File: src/rtl/vram_pkg.sv
// Shared definitions for the VRAM arbiter slice.
// Contents: requester tag enum, default bus widths and the default starvation limit.
package vram_pkg;

  // Identifies which requester owns an access or an in-flight read.
  typedef enum logic {
    TAG_DISP = 1'b0,
    TAG_HOST = 1'b1
  } vram_tag_e;

  localparam int unsigned VramAwDefault          = 17;
  localparam int unsigned VramDwDefault          = 8;
  localparam int unsigned VramStarveLimitDefault = 8;

endpackage

File: src/rtl/vram_tag_pipe.sv
// Read-return tag pipeline: a Depth-deep valid+tag shift register whose output lines up with
// the VRAM read data of the access that pushed it.
// Ports:
//   clk_i    clock
//   clr_i    synchronous clear, drops every in-flight entry
//   valid_i  a read is being issued to the VRAM this cycle
//   tag_i    owner of that read
//   valid_o  the VRAM read data this cycle belongs to a tracked read
//   tag_o    owner of that read data
module vram_tag_pipe
  import vram_pkg::*;
#(
  parameter int unsigned Depth = 1
) (
  input  logic      clk_i,
  input  logic      clr_i,
  input  logic      valid_i,
  input  vram_tag_e tag_i,
  output logic      valid_o,
  output vram_tag_e tag_o
);

  logic [Depth-1:0] valid_q;
  logic [Depth-1:0] tag_q;

  always_ff @(posedge clk_i) begin
    if (clr_i) begin
      valid_q <= '0;
      tag_q   <= '0;
    end else begin
      valid_q[0] <= valid_i;
      tag_q[0]   <= tag_i;
      for (int i = 1; i < int'(Depth); i++) begin
        valid_q[i] <= valid_q[i-1];
        tag_q[i]   <= tag_q[i-1];
      end
    end
  end

  assign valid_o = valid_q[Depth-1];
  assign tag_o   = vram_tag_e'(tag_q[Depth-1]);

endmodule

File: src/rtl/vram_arbiter.sv
// Arbiter sharing one single-port VRAM between the display line fetcher and the host port.
// Active video: display has priority, a starvation counter bounds the host wait.
// Blanking: round-robin between the two requesters.
// Read data is routed back to its issuer through a tag pipeline aligned with vram_rdata.
// Optional build macro VRAM_ARB_STATS_EN adds stats_clr, host_stall_cnt and grant_cnt.
// Ports:
//   clk, reset                       clock, synchronous active-high reset
//   blank                            1 = blanking (round-robin), 0 = active video
//   disp_req/addr/gnt/rvalid/rdata   display read port
//   host_req/we/addr/wdata/gnt/rvalid/rdata  host read/write port
//   vram_en/we/addr/wdata/rdata      VRAM interface, issue one cycle after a grant
module vram_arbiter
  import vram_pkg::*;
#(
  parameter int unsigned AW           = VramAwDefault,
  parameter int unsigned DW           = VramDwDefault,
  parameter int unsigned VRAM_LAT     = 1,
  parameter int unsigned STARVE_LIMIT = VramStarveLimitDefault
) (
  input  logic          clk,
  input  logic          reset,
  input  logic          blank,
  input  logic          disp_req,
  input  logic [AW-1:0] disp_addr,
  output logic          disp_gnt,
  output logic          disp_rvalid,
  output logic [DW-1:0] disp_rdata,
  input  logic          host_req,
  input  logic          host_we,
  input  logic [AW-1:0] host_addr,
  input  logic [DW-1:0] host_wdata,
  output logic          host_gnt,
  output logic          host_rvalid,
  output logic [DW-1:0] host_rdata,
`ifdef VRAM_ARB_STATS_EN
  input  logic          stats_clr,
  output logic [15:0]   host_stall_cnt,
  output logic [15:0]   grant_cnt,
`endif
  output logic          vram_en,
  output logic          vram_we,
  output logic [AW-1:0] vram_addr,
  output logic [DW-1:0] vram_wdata,
  input  logic [DW-1:0] vram_rdata
);

  localparam int unsigned WaitW = $clog2(STARVE_LIMIT + 1);
  localparam logic [WaitW-1:0] WaitMax = WaitW'(STARVE_LIMIT);

  logic [WaitW-1:0] wait_q, wait_d;
  vram_tag_e        last_q, last_d;
  logic             en_q, we_q;
  logic [AW-1:0]    addr_q;
  logic [DW-1:0]    wdata_q;
  vram_tag_e        issue_tag_q;
  logic [DW-1:0]    disp_rdata_q, host_rdata_q;
  logic             host_wins;
  logic             ret_valid;
  vram_tag_e        ret_tag;

  // host_wins only matters when both request; a lone requester is always granted.
  always_comb begin
    host_wins = blank ? (last_q == TAG_DISP) : (wait_q == WaitMax);
    disp_gnt  = ~reset & disp_req & ~(host_req & host_wins);
    host_gnt  = ~reset & host_req & ~(disp_req & ~host_wins);
  end

  always_comb begin
    wait_d = wait_q;
    if (host_gnt) begin
      wait_d = '0;
    end else if (host_req && (wait_q != WaitMax)) begin
      wait_d = wait_q + 1'b1;
    end
    last_d = last_q;
    if (host_gnt) begin
      last_d = TAG_HOST;
    end else if (disp_gnt) begin
      last_d = TAG_DISP;
    end
  end

  always_ff @(posedge clk) begin
    if (reset) begin
      wait_q       <= '0;
      last_q       <= TAG_DISP;
      en_q         <= 1'b0;
      we_q         <= 1'b0;
      addr_q       <= '0;
      wdata_q      <= '0;
      issue_tag_q  <= TAG_DISP;
      disp_rdata_q <= '0;
      host_rdata_q <= '0;
    end else begin
      wait_q      <= wait_d;
      last_q      <= last_d;
      en_q        <= disp_gnt | host_gnt;
      we_q        <= host_gnt & host_we;
      issue_tag_q <= host_gnt ? TAG_HOST : TAG_DISP;
      if (host_gnt) begin
        addr_q  <= host_addr;
        wdata_q <= host_wdata;
      end else if (disp_gnt) begin
        addr_q <= disp_addr;
      end
      if (disp_rvalid) disp_rdata_q <= vram_rdata;
      if (host_rvalid) host_rdata_q <= vram_rdata;
    end
  end

  vram_tag_pipe #(
    .Depth (VRAM_LAT)
  ) u_tag_pipe (
    .clk_i   (clk),
    .clr_i   (reset),
    .valid_i (en_q & ~we_q),
    .tag_i   (issue_tag_q),
    .valid_o (ret_valid),
    .tag_o   (ret_tag)
  );

  // Reset gates the strobes in the same cycle so a pending issue or return is cancelled at once.
  assign vram_en     = en_q & ~reset;
  assign vram_we     = we_q & ~reset;
  assign vram_addr   = addr_q;
  assign vram_wdata  = wdata_q;
  assign disp_rvalid = ~reset & ret_valid & (ret_tag == TAG_DISP);
  assign host_rvalid = ~reset & ret_valid & (ret_tag == TAG_HOST);
  assign disp_rdata  = disp_rvalid ? vram_rdata : disp_rdata_q;
  assign host_rdata  = host_rvalid ? vram_rdata : host_rdata_q;

`ifdef VRAM_ARB_STATS_EN
  logic [15:0] stall_cnt_q, gnt_cnt_q;

  always_ff @(posedge clk) begin
    if (reset || stats_clr) begin
      stall_cnt_q <= '0;
      gnt_cnt_q   <= '0;
    end else begin
      if (host_req && !host_gnt && (stall_cnt_q != 16'hFFFF)) stall_cnt_q <= stall_cnt_q + 1'b1;
      if ((disp_gnt || host_gnt) && (gnt_cnt_q != 16'hFFFF)) gnt_cnt_q <= gnt_cnt_q + 1'b1;
    end
  end

  assign host_stall_cnt = stall_cnt_q;
  assign grant_cnt      = gnt_cnt_q;
`endif

endmodule

File: config.mk
export PLATFORM = sky130hd
export DESIGN_NAME = vram_arbiter
export DESIGN_NICKNAME = d
export VERILOG_FILES = /design/src/rtl/vram_pkg.sv /design/src/rtl/vram_tag_pipe.sv /design/src/rtl/vram_arbiter.sv
export SDC_FILE = /design/constraint.sdc
export NUM_CORES = 1
export LEC_CHECK = 0
export CELL_PAD_IN_SITES_DETAIL_PLACEMENT = 1
export CELL_PAD_IN_SITES_GLOBAL_PLACEMENT = 1
export CORE_UTILIZATION = 30
export DETAILED_ROUTE_END_ITERATION = 6
export HOLD_SLACK_MARGIN = 0.08
export PLACE_DENSITY = 0.81
export SLEW_MARGIN = 15
export SYNTH_ARGS = -nofsm -noshare
export SYNTH_HDL_FRONTEND = slang
export SYNTH_SLANG_ARGS = --single-unit
File: constraint.sdc
create_clock -name clk -period 4.43 [get_ports clk]
set_clock_uncertainty 0.15 [all_clocks]
set_input_delay 1.329 -clock clk [delete_from_list [all_inputs] [get_ports clk]]
set_output_delay 1.329 -clock clk [all_outputs]
set_load 0.02 [all_outputs]
==> metrics.md, run 1 <==
| Metric | Value |
|---|---|
| Largest net degree at the start of global routing | 29 |
| Ys Warns | 0 |
| H-tree Lvls | 2 |
| Worst reg2reg setup slack | 2.57 ns |
| Max Slew Vio Count | 0 |
| Max_cap viols | 0 |
| CTS Hold Bufs | 0 |
| Tightest Hold Check Type | reg -> reg |
| Clock sinks | 51 |
| Resized cells post-CTS | 1 |
| Routability cong. | 0.6749 |
| Post-layout util | 47.20% |
| CTS tree | built |
| Total global routing overflow | 0 |
| Main flop type after synthesis | dfxtp_1 |
| Worst slew pin tran | 0.4263 ns |
| Post-Route WL | 6322 microns |
| Hold depth | 1 |
| Initial antenna violation count | 1 |
| Share of cells above drive strength 1 | 19.70% |
| DR iter-0 viols | 41 |
| Number of synthesized flops with an enable pin | 0 |
| Vias in the first global route | 2130 |
| Area Overhead vs Synth | 50.03% |
| Synthesized area per cell | 9.908 sq um |
| Count leader, synth | dfxtp_1 |
| Estimated wirelength of the detail-placed design | 4589 microns |
| Outcome | complete, no violations |
| Register area share after synthesis | 44.04% |
| Max_slew headroom | 71.58% |
| Final #Nets | 392 |
| Synth area leader | dfxtp_1 |
| Total global-route track usage | 16.25% |
| Worst Hold End | u_tag_pipe.valid_o$_SDFF_PP0_ |
| Post-synthesis register bit count | 51 |
| FMAX | 236.9 MHz |
| Post-synth ARST share | 0% |
| Post-Syn Area | 2318 sq um |
| CP required | 2.95 ns |
| CP max FO | 9 |
| Hold Path Origin | we_q$_SDFF_PP0_ |
| Die Wd | 89.91 microns |
| TritonCTS buffer count | 5 |
| Peak VDD IR | 0.1226 mV |
| Cells after synthesis | 234 |
| Postcts setup bufs | 0 |
| Worst skew pair latency | 0.30 ns |
| Die area | 8084 sq um |
| PortBufs | 102 |
| I/O pin count | 103 |
| Crit path DAT | 2.74 ns |
| Final setup vio count | 0 |
| Vias after detailed routing | 2006 |
| Area contributors post-synth | dfxtp_1, mux2_2, nor3_1 |
| P_leak | 1.334 nW |
| Cell count of the worst reg-to-reg path | 7 |
| Hold Vio Cnt, Final | 0 |
| Clk pin slew, worst setup/hold paths | 0.10 ns |
| Antenna Nets Post-Route | 0 |
| FF-to-FF Start | wait_q[0]$_SDFFE_PP0P_ |
| Syn Nets | 292 |
| DR pass1 iterations | 3 |
| Global-route wire length before repair | 10580 microns |
| RSZ-0062 raised after global routing | false |
| Post-synth top cells | dfxtp_1, nor3_1, nor2b_1, nand2_1, o21bai_1 |
| Critical path type | in -> out |
| Netlist cell types | 37 |
| RR Endpoint | vram_addr[3]$_SDFFE_PP0P_ |
| CTS Root Cell | clkbuf_8 |
| Critical path startpoint category | input pin |
| Drt wl/cell | 14.53 microns |
| Row count | 31 |
| Starting density of the core | 31.46% |
| Tcrit/Tclk final | 95.28% |
| Yosys top cell area share | 44.04% |
| Worst setup EP type | primary output |
| Vias/cell | 4.611 |
| Core ar. | 7370 sq um |
| Clock Tree Buf Depth | 2 |
| Hold WS | 0.2677 ns |
| Die H | 89.91 microns |
| DR DRC count | 0 |
| Setup TNS | 0 ns |
| Final min period | 4.221 ns |
| Pwr dens | 286.7 nW/um^2 |
cells by family (layout without fill, tap and decap cells):
family	Yosys count	after routing	share of synthesized area, %
AO/OA/AOI/OAI	31	31	10.74
XOR/XNOR	1	1	0.3778
adder cells (fa/ha/maj)	2	2	1.079
buffers and inverters	23	124	6.854
flip-flops	51	51	44.04
multiplexers	17	17	8.203
other	0	1	0
AND/OR/NAND/NOR	109	109	28.71
metrics by stage:
step | instance area, sq um | setup slack, ns | power (W) | std cells
after floorplan | 2318 | 0.6627 | 0.0006220 | 234
final | 3478 | 0.2093 | 0.0009972 | 435
after global placement | 3382 | 0.01284 | 0.0007289 | 426
after detailed placement | 3382 | -0.02456 | 0.0007341 | 426
after CTS | 3473 | 0.05750 | 0.001015 | 434
after global routing | 3476 | 0.1499 | 0.001054 | 434
worst max path at each step:
stage	slack, ns	cells after the start	end	start
5_1_grt	0.15	5	disp_rdata[3]	reset
4_1_cts	0.06	5	disp_gnt	blank
3_3_place_gp	0.01	5	host_gnt	blank
6_report	0.21	5	disp_rdata[3]	reset
2_1_floorplan	0.66	5	disp_gnt	blank
3_5_place_dp	-0.02	5	host_gnt	blank
registers in the layout (all words and copies together), names as in the netlist:
| signal | cells |
|---|---|
| last_q | 1 |
| u_tag_pipe.valid_o | 1 |
| issue_tag_q | 1 |
| we_q | 1 |
| vram_addr | 17 |
| wait_q | 4 |
| vram_wdata | 8 |
| disp_rdata_q | 8 |
| host_rdata_q | 8 |
| u_tag_pipe.tag_o | 1 |
| en_q | 1 |
final cells by class:
type                            count  area (sq um)
Tap cell                           99         123.9
Clock inverter                      3         23.77
Antenna cell                        1         2.502
Multi-Input combinational cell    160          1139
Clock buffer                        5         68.82
Fill cell                         855          3891
Inverter                            6         22.52
Timing Repair Buffer              110          1077
Sequential cell                    51          1021
metal layers:
metal | GRT usage [%] | part of all wire (%) | vias up
met1 | 19.70 | 44 | 957
met5 | 0 | 0 | -
met2 | 28.91 | 51 | 52
met4 | 3.629 | 1.0 | 0
met3 | 4.061 | 4.1 | 6
li1 | - | - | 991
cell usage in the layout (no fill, tap or decap), types with 2 or more instances in the layout:
master	n
o21bai_1	17
nand2_1	19
nor3_1	28
ha_1	2
a21oi_2	8
inv_1	6
nor3_2	10
mux2_2	15
clkbuf_8	5
nor2b_1	20
a21oi_1	2
clkdlybuf4s50_1	99
and3_1	2
nor2_1	8
clkinvlp_4	2
and2_1	2
buf_4	8
nor2_2	10
dfxtp_1	51
critical path, stage by stage:
cell and delay [ns]:
buf_2 0.14, nor3b_2 0.17, buf_4 0.20, mux2_2 0.36, clkdlybuf4s50_1 0.55
where the power goes:
group	internal (W)	leakage [nW]	switching (W)
sequential	0.000483	0.419	0.0000126
combinational	0.000119	0.874	0.000105
clock	0.000113	0.0408	0.000164
Power figures use the tool's default switching activity.
==> run 2: changes to the inputs <==
==> constraint.sdc (replaced) <==
create_clock -name clk -period 4.43 [get_ports clk]
set_clock_uncertainty 0.15 [all_clocks]
set_input_delay 1.1075 -clock clk [delete_from_list [all_inputs] [get_ports clk]]
set_output_delay 1.1075 -clock clk [all_outputs]
set_load 0.02 [all_outputs]
==> run 2 against run 1 <==
Net effect: setup slack better by 0.18 ns; cell area up 0.14%; power up 6.8%; maximum frequency up 4.4%; final cell count down 0.69%; via count about the same; non-clock buffer count down 3; largest power group unchanged; combinational power about the same; critical endpoint is now host_gnt; core utilization up 0.068 points; first-iteration DRC count down 9.8%; critical path type unchanged; hold slack worse by 0.019 ns; register-to-register slack worse by 0.05 ns.
==> metrics.md, run 2 (same netlist as run 1, synthesis figures left out) <==
| Metric | Value |
|---|---|
| Hold WS | 0.2484 ns (was 0.2677 ns) |
| Clk pin slew, worst setup/hold paths | 0.10 ns (about the same) |
| Cells after DPL | 423 (was 426) |
| CTS tree | built (unchanged) |
| CP max FO | 3 (was 9) |
| CTS Root Cell | clkbuf_8 (unchanged) |
| Hold Vio Cnt, Final | 0 (unchanged) |
| CP required | 3.17 ns (was 2.95 ns) |
| Max Slew Vio Count | 0 (unchanged) |
| Post-Route WL | 6238 microns (was 6322 microns) |
| Vias after detailed routing | 2008 (was 2006) |
| Most common cell after layout, fill and taps aside | clkdlybuf4s50_1 (unchanged) |
| TritonCTS buffer count | 5 (unchanged) |
| Area Overhead vs Synth | 50.24% (was 50.03%) |
| I/O pin count | 103 (unchanged) |
| Critical path type | in -> out (unchanged) |
| Tcrit/Tclk final | 91.23% (was 95.28%) |
| H-tree Lvls | 2 (unchanged) |
| Resized cells post-CTS | 0 (was 1) |
| Final setup vio count | 0 (unchanged) |
| Worst slew pin tran | 0.5532 ns (was 0.4263 ns) |
| Global-route wire length before repair | 10430 microns (was 10580 microns) |
| Crit path DAT | 2.78 ns (was 2.74 ns) |
| Total global-route track usage | 15.91% (was 16.25%) |
| Vias in the first global route | 2165 (was 2130) |
| Outcome | complete, no violations (unchanged) |
| Hold Path Origin | we_q$_SDFF_PP0_ (unchanged) |
| Die H | 89.91 microns (unchanged) |
| Starting density of the core | 31.46% (unchanged) |
| Postcts setup bufs | 0 (unchanged) |
| DR pass1 iterations | 3 (unchanged) |
| Critical path startpoint category | input pin (unchanged) |
| Tightest Hold Check Type | reg -> reg (unchanged) |
| CTS Hold Bufs | 0 (unchanged) |
| Die area | 8084 sq um (unchanged) |
| Largest net degree at the start of global routing | 49 (was 29) |
| Setup TNS | 0 ns (unchanged) |
| Final Instance Count excl. Fillers | 432 (was 435) |
| FMAX | 247.4 MHz (was 236.9 MHz) |
| Final #Nets | 389 (was 392) |
| Vias/cell | 4.648 (was 4.611) |
| Routability cong. | 0.7001 (was 0.6749) |
| Die Wd | 89.91 microns (unchanged) |
| Setup ws final | 0.3886 ns (was 0.2093 ns) |
| Peak VDD IR | 0.1271 mV (was 0.1226 mV) |
| Place WS | 0.3877 ns (was -0.02456 ns) |
| Clock sinks | 51 (unchanged) |
| Max FFs per register | 17 (unchanged) |
| DR DRC count | 0 (unchanged) |
| PortBufs | 102 (unchanged) |
| Worst setup EP type | primary output (unchanged) |
| DR iter-0 viols | 37 (was 41) |
| RSZ-0062 raised after global routing | false (unchanged) |
| Antenna Nets Post-Route | 0 (unchanged) |
| P_leak | 1.321 nW (was 1.334 nW) |
| Initial antenna violation count | 1 (unchanged) |
| Max_slew headroom | 63.12% (was 71.58%) |
| Final min period | 4.041 ns (was 4.221 ns) |
| Worst setup path startpoint | blank (was reset) |
| Clock Tree Buf Depth | 2 (unchanged) |
| Drt wl/cell | 14.44 microns (was 14.53 microns) |
| Max_cap viols | 0 (unchanged) |
| Total global routing overflow | 0 (unchanged) |
| Share of cells above drive strength 1 | 18.98% (was 19.70%) |
| Worst skew pair latency | 0.30 ns (about the same) |
| Row count | 31 (unchanged) |
| Pwr dens | 305.7 nW/um^2 (was 286.7 nW/um^2) |
| Estimated wirelength of the detail-placed design | 4470 microns (was 4589 microns) |
| FF-to-FF Start | wait_q[0]$_SDFFE_PP0P_ (unchanged) |
| Commonest cells after routing, fill and taps aside | clkdlybuf4s50_1, dfxtp_1, nor3_1 (unchanged) |
| Core ar. | 7370 sq um (unchanged) |
run 2: metal layers:
| layer | track usage (%) | part of all wire (%) |
|---|---|---|
| met4 | 4.973 | 1.3 |
| met5 | 0 | 0 |
| met3 | 3.553 | 4.6 |
| met2 | 29.42 | 52 |
| met1 | 18.07 | 42 |
run 2: final timing paths:
check	cells past startpoint	endpoint	slack [ns]
hold reg to reg	1	u_tag_pipe.valid_o$_SDFF_PP0_	0.25
setup / recovery	5	host_gnt	0.39
hold / removal	1	u_tag_pipe.valid_o$_SDFF_PP0_	0.25
setup reg to reg	7	vram_wdata[0]$_SDFFE_PP0P_	2.52
run 2: final cells by class:
cell class                      count  area, sq um
Antenna cell                        1        2.502
Timing Repair Buffer              107         1054
Multi-Input combinational cell    160         1139
Tap cell                           99        123.9
Clock inverter                      2        38.79
Clock buffer                        6        82.58
Fill cell                         838         3886
Inverter                            6        22.52
Sequential cell                    51         1021
run 2: worst max-delay path: stages:
cell and delay [ns]:
clkdlybuf4s50_1 0.44, nand4bb_4 0.27, a31o_1 0.25, nor2_2 0.10, clkdlybuf4s50_1 0.61
run 2: report_power, final:
part / internal [W] / switching (W) / total [W]
Sequential: 0.000483 / 0.0000120 / 0.000495
Combinational: 0.000118 / 0.000106 / 0.000223
Clock: 0.000186 / 0.000161 / 0.000347
Total: 0.000787 / 0.000278 / 0.00106
run 2: stage by stage:
step / power, W / instance area [sq um] / util (%)
finish: 0.001065 / 3483 / 47.27
global route: 0.001119 / 3481 / 47.23
CTS: 0.001085 / 3481 / 47.23
detailed placement: 0.0007315 / 3359 / 45.59
global placement: 0.0007261 / 3359 / 45.59
floorplan: 0.0006220 / 2318 / -
==> run 3: changes to the inputs <==
Settings changed: ABC_AREA set to 1, CTS_CLUSTER_SIZE set to 28, PLACE_DENSITY 0.81 to 0.83.
==> run 3 against run 2 <==
Net effect: cell area increased by 5.4%; die area increased by 6.1%; clock power down 5%; register-to-register slack better by 0.10 ns; non-clock buffer count increased by 1.
==> metrics.md, run 3 <==
| Metric | Value |
|---|---|
| Tcrit/Tclk final | 95.72% (was 91.23%) |
| Worst skew pair latency | 0.30 ns (about the same) |
| TritonCTS buffer count | 5 (unchanged) |
| Post-Route WL | 6856 microns (was 6238 microns) |
| Antenna Nets Post-Route | 0 (unchanged) |
| Share of cells above drive strength 1 | 8.884% (was 18.98%) |
| Hold Vio Cnt, Final | 0 (unchanged) |
| Pwr dens | 291.7 nW/um^2 (was 305.7 nW/um^2) |
| CP cell instances | clkdlybuf4s50_1, buf_4, nor2_8, nand2_4, inv_2, clkdlybuf4s50_1 (was clkdlybuf4s50_1, nand4bb_4, a31o_1, nor2_2, clkdlybuf4s50_1) |
| Vias after detailed routing | 2448 (was 2008) |
| Die H | 92.62 microns (was 89.91 microns) |
| Register area share after synthesis | 41.44% (was 44.04%) |
| Count leader, synth | nand2_1 (was dfxtp_1) |
| Die area | 8578 sq um (was 8084 sq um) |
| Most frequent CP cell | clkdlybuf4s50_1 (unchanged) |
| Starting density of the core | 31.39% (was 31.46%) |
| Drt wl/cell | 12.67 microns (was 14.44 microns) |
| Outcome | complete, no violations (unchanged) |
| CP max stage delay | 0.62 ns (was 0.61 ns) |
| Clock sinks | 51 (unchanged) |
| Yosys top cell area share | 41.44% (was 44.04%) |
| CP required | 3.17 ns (about the same) |
| CP top delay family | buffers and inverters (unchanged) |
| Commonest cells after routing, fill and taps aside | clkdlybuf4s50_1, nand2_1, inv_1 (was clkdlybuf4s50_1, dfxtp_1, nor3_1) |
| CTS tree | built (unchanged) |
| Setup TNS | 0 ns (unchanged) |
| Reg power frac | 46.3% (was 46.5%) |
| Post-synth ARST share | 0% (unchanged) |
| Die Wd | 92.62 microns (was 89.91 microns) |
| Final #Nets | 496 (was 389) |
| PortBufs | 102 (unchanged) |
| Main flop type after synthesis | dfxtp_1 (unchanged) |
| Internal | 0.0007874 W (was 0.0007866 W) |
| Buf+Inv Stages, Crit Path | 4 (was 2) |
| Worst slew pin tran | 0.5710 ns (was 0.5532 ns) |
| Clock Tree Buf Depth | 2 (unchanged) |
| Max FFs per register | 17 (unchanged) |
| DR pass1 iterations | 4 (was 3) |
| I/O pin count | 103 (unchanged) |
| Vias/cell | 4.525 (was 4.648) |
| FMAX | 235.8 MHz (was 247.4 MHz) |
| Synthesized area per cell | 7.289 sq um (was 9.908 sq um) |
| Tightest Hold Check Type | reg -> reg (unchanged) |
| Area contributors post-synth | dfxtp_1, nand2_1, inv_1 (was dfxtp_1, mux2_2, nor3_1) |
| Post-synth top cells | nand2_1, inv_1, dfxtp_1, nand3_1 (was dfxtp_1, nor3_1, nor2b_1, nand2_1, o21bai_1) |
| Routability cong. | 0.7645 (was 0.7001) |
| Post-synthesis register bit count | 51 (unchanged) |
| CP max FO | 18 (was 3) |
| Netlist cell types | 26 (was 37) |
| Core ar. | 7848 sq um (was 7370 sq um) |
| P_leak | 1.690 nW (was 1.321 nW) |
| Final setup vio count | 0 (unchanged) |
| Critical path type | in -> out (unchanged) |
| Max_cap viols | 0 (unchanged) |
| Postcts setup bufs | 0 (unchanged) |
| Sw Pwr | 0.0002829 W (was 0.0002782 W) |
| Initial antenna violation count | 0 (was 1) |
| DR DRC count | 0 (unchanged) |
| Row count | 32 (was 31) |
| Global-route wire length before repair | 11220 microns (was 10430 microns) |
| Worst path slowest cell | clkdlybuf4s50_1 (unchanged) |
| Area Overhead vs Synth | 48.96% (was 50.24%) |
| Synth area leader | dfxtp_1 (unchanged) |
| Critical path startpoint category | input pin (unchanged) |
| Total global routing overflow | 0 (unchanged) |
| Cells after synthesis | 338 (was 234) |
| Max Slew Vio Count | 0 (unchanged) |
| # diodes | 0 (was 1) |
| Max_slew headroom | 61.88% (was 63.12%) |
| Peak VDD IR | 0.1300 mV (was 0.1271 mV) |
| Largest net degree at the start of global routing | 36 (was 49) |
| Resized cells post-CTS | 0 (unchanged) |
| Most common cell after layout, fill and taps aside | clkdlybuf4s50_1 (unchanged) |
| Vias in the first global route | 2433 (was 2165) |
| Total global-route track usage | 16.31% (was 15.91%) |
| Clock network power share | 30.9% (was 32.6%) |
| Number of synthesized flops with an enable pin | 0 (unchanged) |
| Post-Syn Area | 2464 sq um (was 2318 sq um) |
| RSZ-0062 raised after global routing | false (unchanged) |
| Final min period | 4.241 ns (was 4.041 ns) |
| Ys Warns | 0 (unchanged) |
| Hold WS | 0.2687 ns (was 0.2484 ns) |
| Worst setup EP type | primary output (unchanged) |
| Switching Fraction | 26.44% (was 26.13%) |
| Syn Nets | 396 (was 292) |
| CTS Hold Bufs | 0 (unchanged) |
| H-tree Lvls | 2 (unchanged) |
| Estimated wirelength of the detail-placed design | 5284 microns (was 4470 microns) |
| Crit path DAT | 2.98 ns (was 2.78 ns) |
| Comb power frac | 22.8% (was 21.0%) |
| DR iter-0 viols | 53 (was 37) |
| Clk pin slew, worst setup/hold paths | 0.09 ns (was 0.10 ns) |
| CTS Root Cell | clkbuf_8 (unchanged) |
[run 3: cell types whose count changed after synthesis, sizes merged, moves of 20 or more]
| cell | before | now |
|---|---|---|
| nor3 | 38 | 2 |
| nand3 | 1 | 44 |
| nand2 | 19 | 81 |
| inv | 6 | 77 |
| nor2b | 20 | 0 |
[run 3: final cells by class]
type | instances | area [sq um]
fillers | 986 | 4178
repair buffers | 108 | 1066
multi-input cells | 195 | 1046
flip-flops and latches | 51 | 1021
inverters | 77 | 291.5
well taps | 102 | 127.6
clock buffers | 6 | 82.58
clock inverters | 2 | 35.03
[run 3: path summary, 6_finish.rpt]
path | slack (ns) | start | depth (start not counted) | end
max | 0.19 | reset | 6 | host_gnt
min | 0.27 | we_q$_SDFF_PP0_ | 1 | u_tag_pipe.valid_o$_SDFF_PP0_
max reg2reg | 2.62 | wait_q[0]$_SDFFE_PP0P_ | 12 | vram_addr[14]$_SDFFE_PP0P_
min reg2reg | 0.27 | we_q$_SDFF_PP0_ | 1 | u_tag_pipe.valid_o$_SDFF_PP0_
[run 3: layer usage]
| metal | share of wire [%] | track usage (%) |
|---|---|---|
| met3 | 8.6 | 6.158 |
| met1 | 44 | 19.98 |
| met2 | 47 | 27.41 |
| met5 | 0 | 0 |
| met4 | 0.63 | 3.077 |
[run 3: cell families (layout without fill, tap and decap cells)]
logic type	after synthesis	after routing	share of synthesized area (%)
AO/OA/AOI/OAI	54	54	15.34
adder cells (fa/ha/maj)	2	2	1.016
flip-flops	51	51	41.44
XOR/XNOR	1	1	0.3556
AND/OR/NAND/NOR	138	138	25.75
buffers and inverters	92	193	16.10
[run 3: per-stage QoR]
stage                     worst slack [ns]  std cells  utilization, %  total power [W]  instance area, sq um
final                               0.1894        541           46.76         0.001070                  3670
after global routing               0.08771        541           46.76         0.001126                  3670
after CTS                           0.1727        541           46.76         0.001087                  3670
after detailed placement            0.1887        533           45.26        0.0007526                  3552
after global placement              0.1989        533           45.26        0.0007465                  3552
after floorplan                      1.117        338               -        0.0006302                  2464
[run 3: worst reg2reg max path: cells and delay by family (launching register included)]
family / cells / cell delay, ns
adders and majority gates: 1 / 0.16
buffers and inverters: 3 / 0.39
DFF: 1 / 0.34
and+or+nand+nor: 8 / 0.68
[run 3: power by group through the flow]
stage                     clock network (W)  registers (W)  logic, W
final                              0.000331       0.000496  0.000244
after floorplan                           0       0.000526  0.000104
after global placement                    0       0.000505  0.000241
after global routing               0.000360       0.000499  0.000266
after detailed placement                  0       0.000506  0.000246
after CTS                          0.000343       0.000496  0.000248
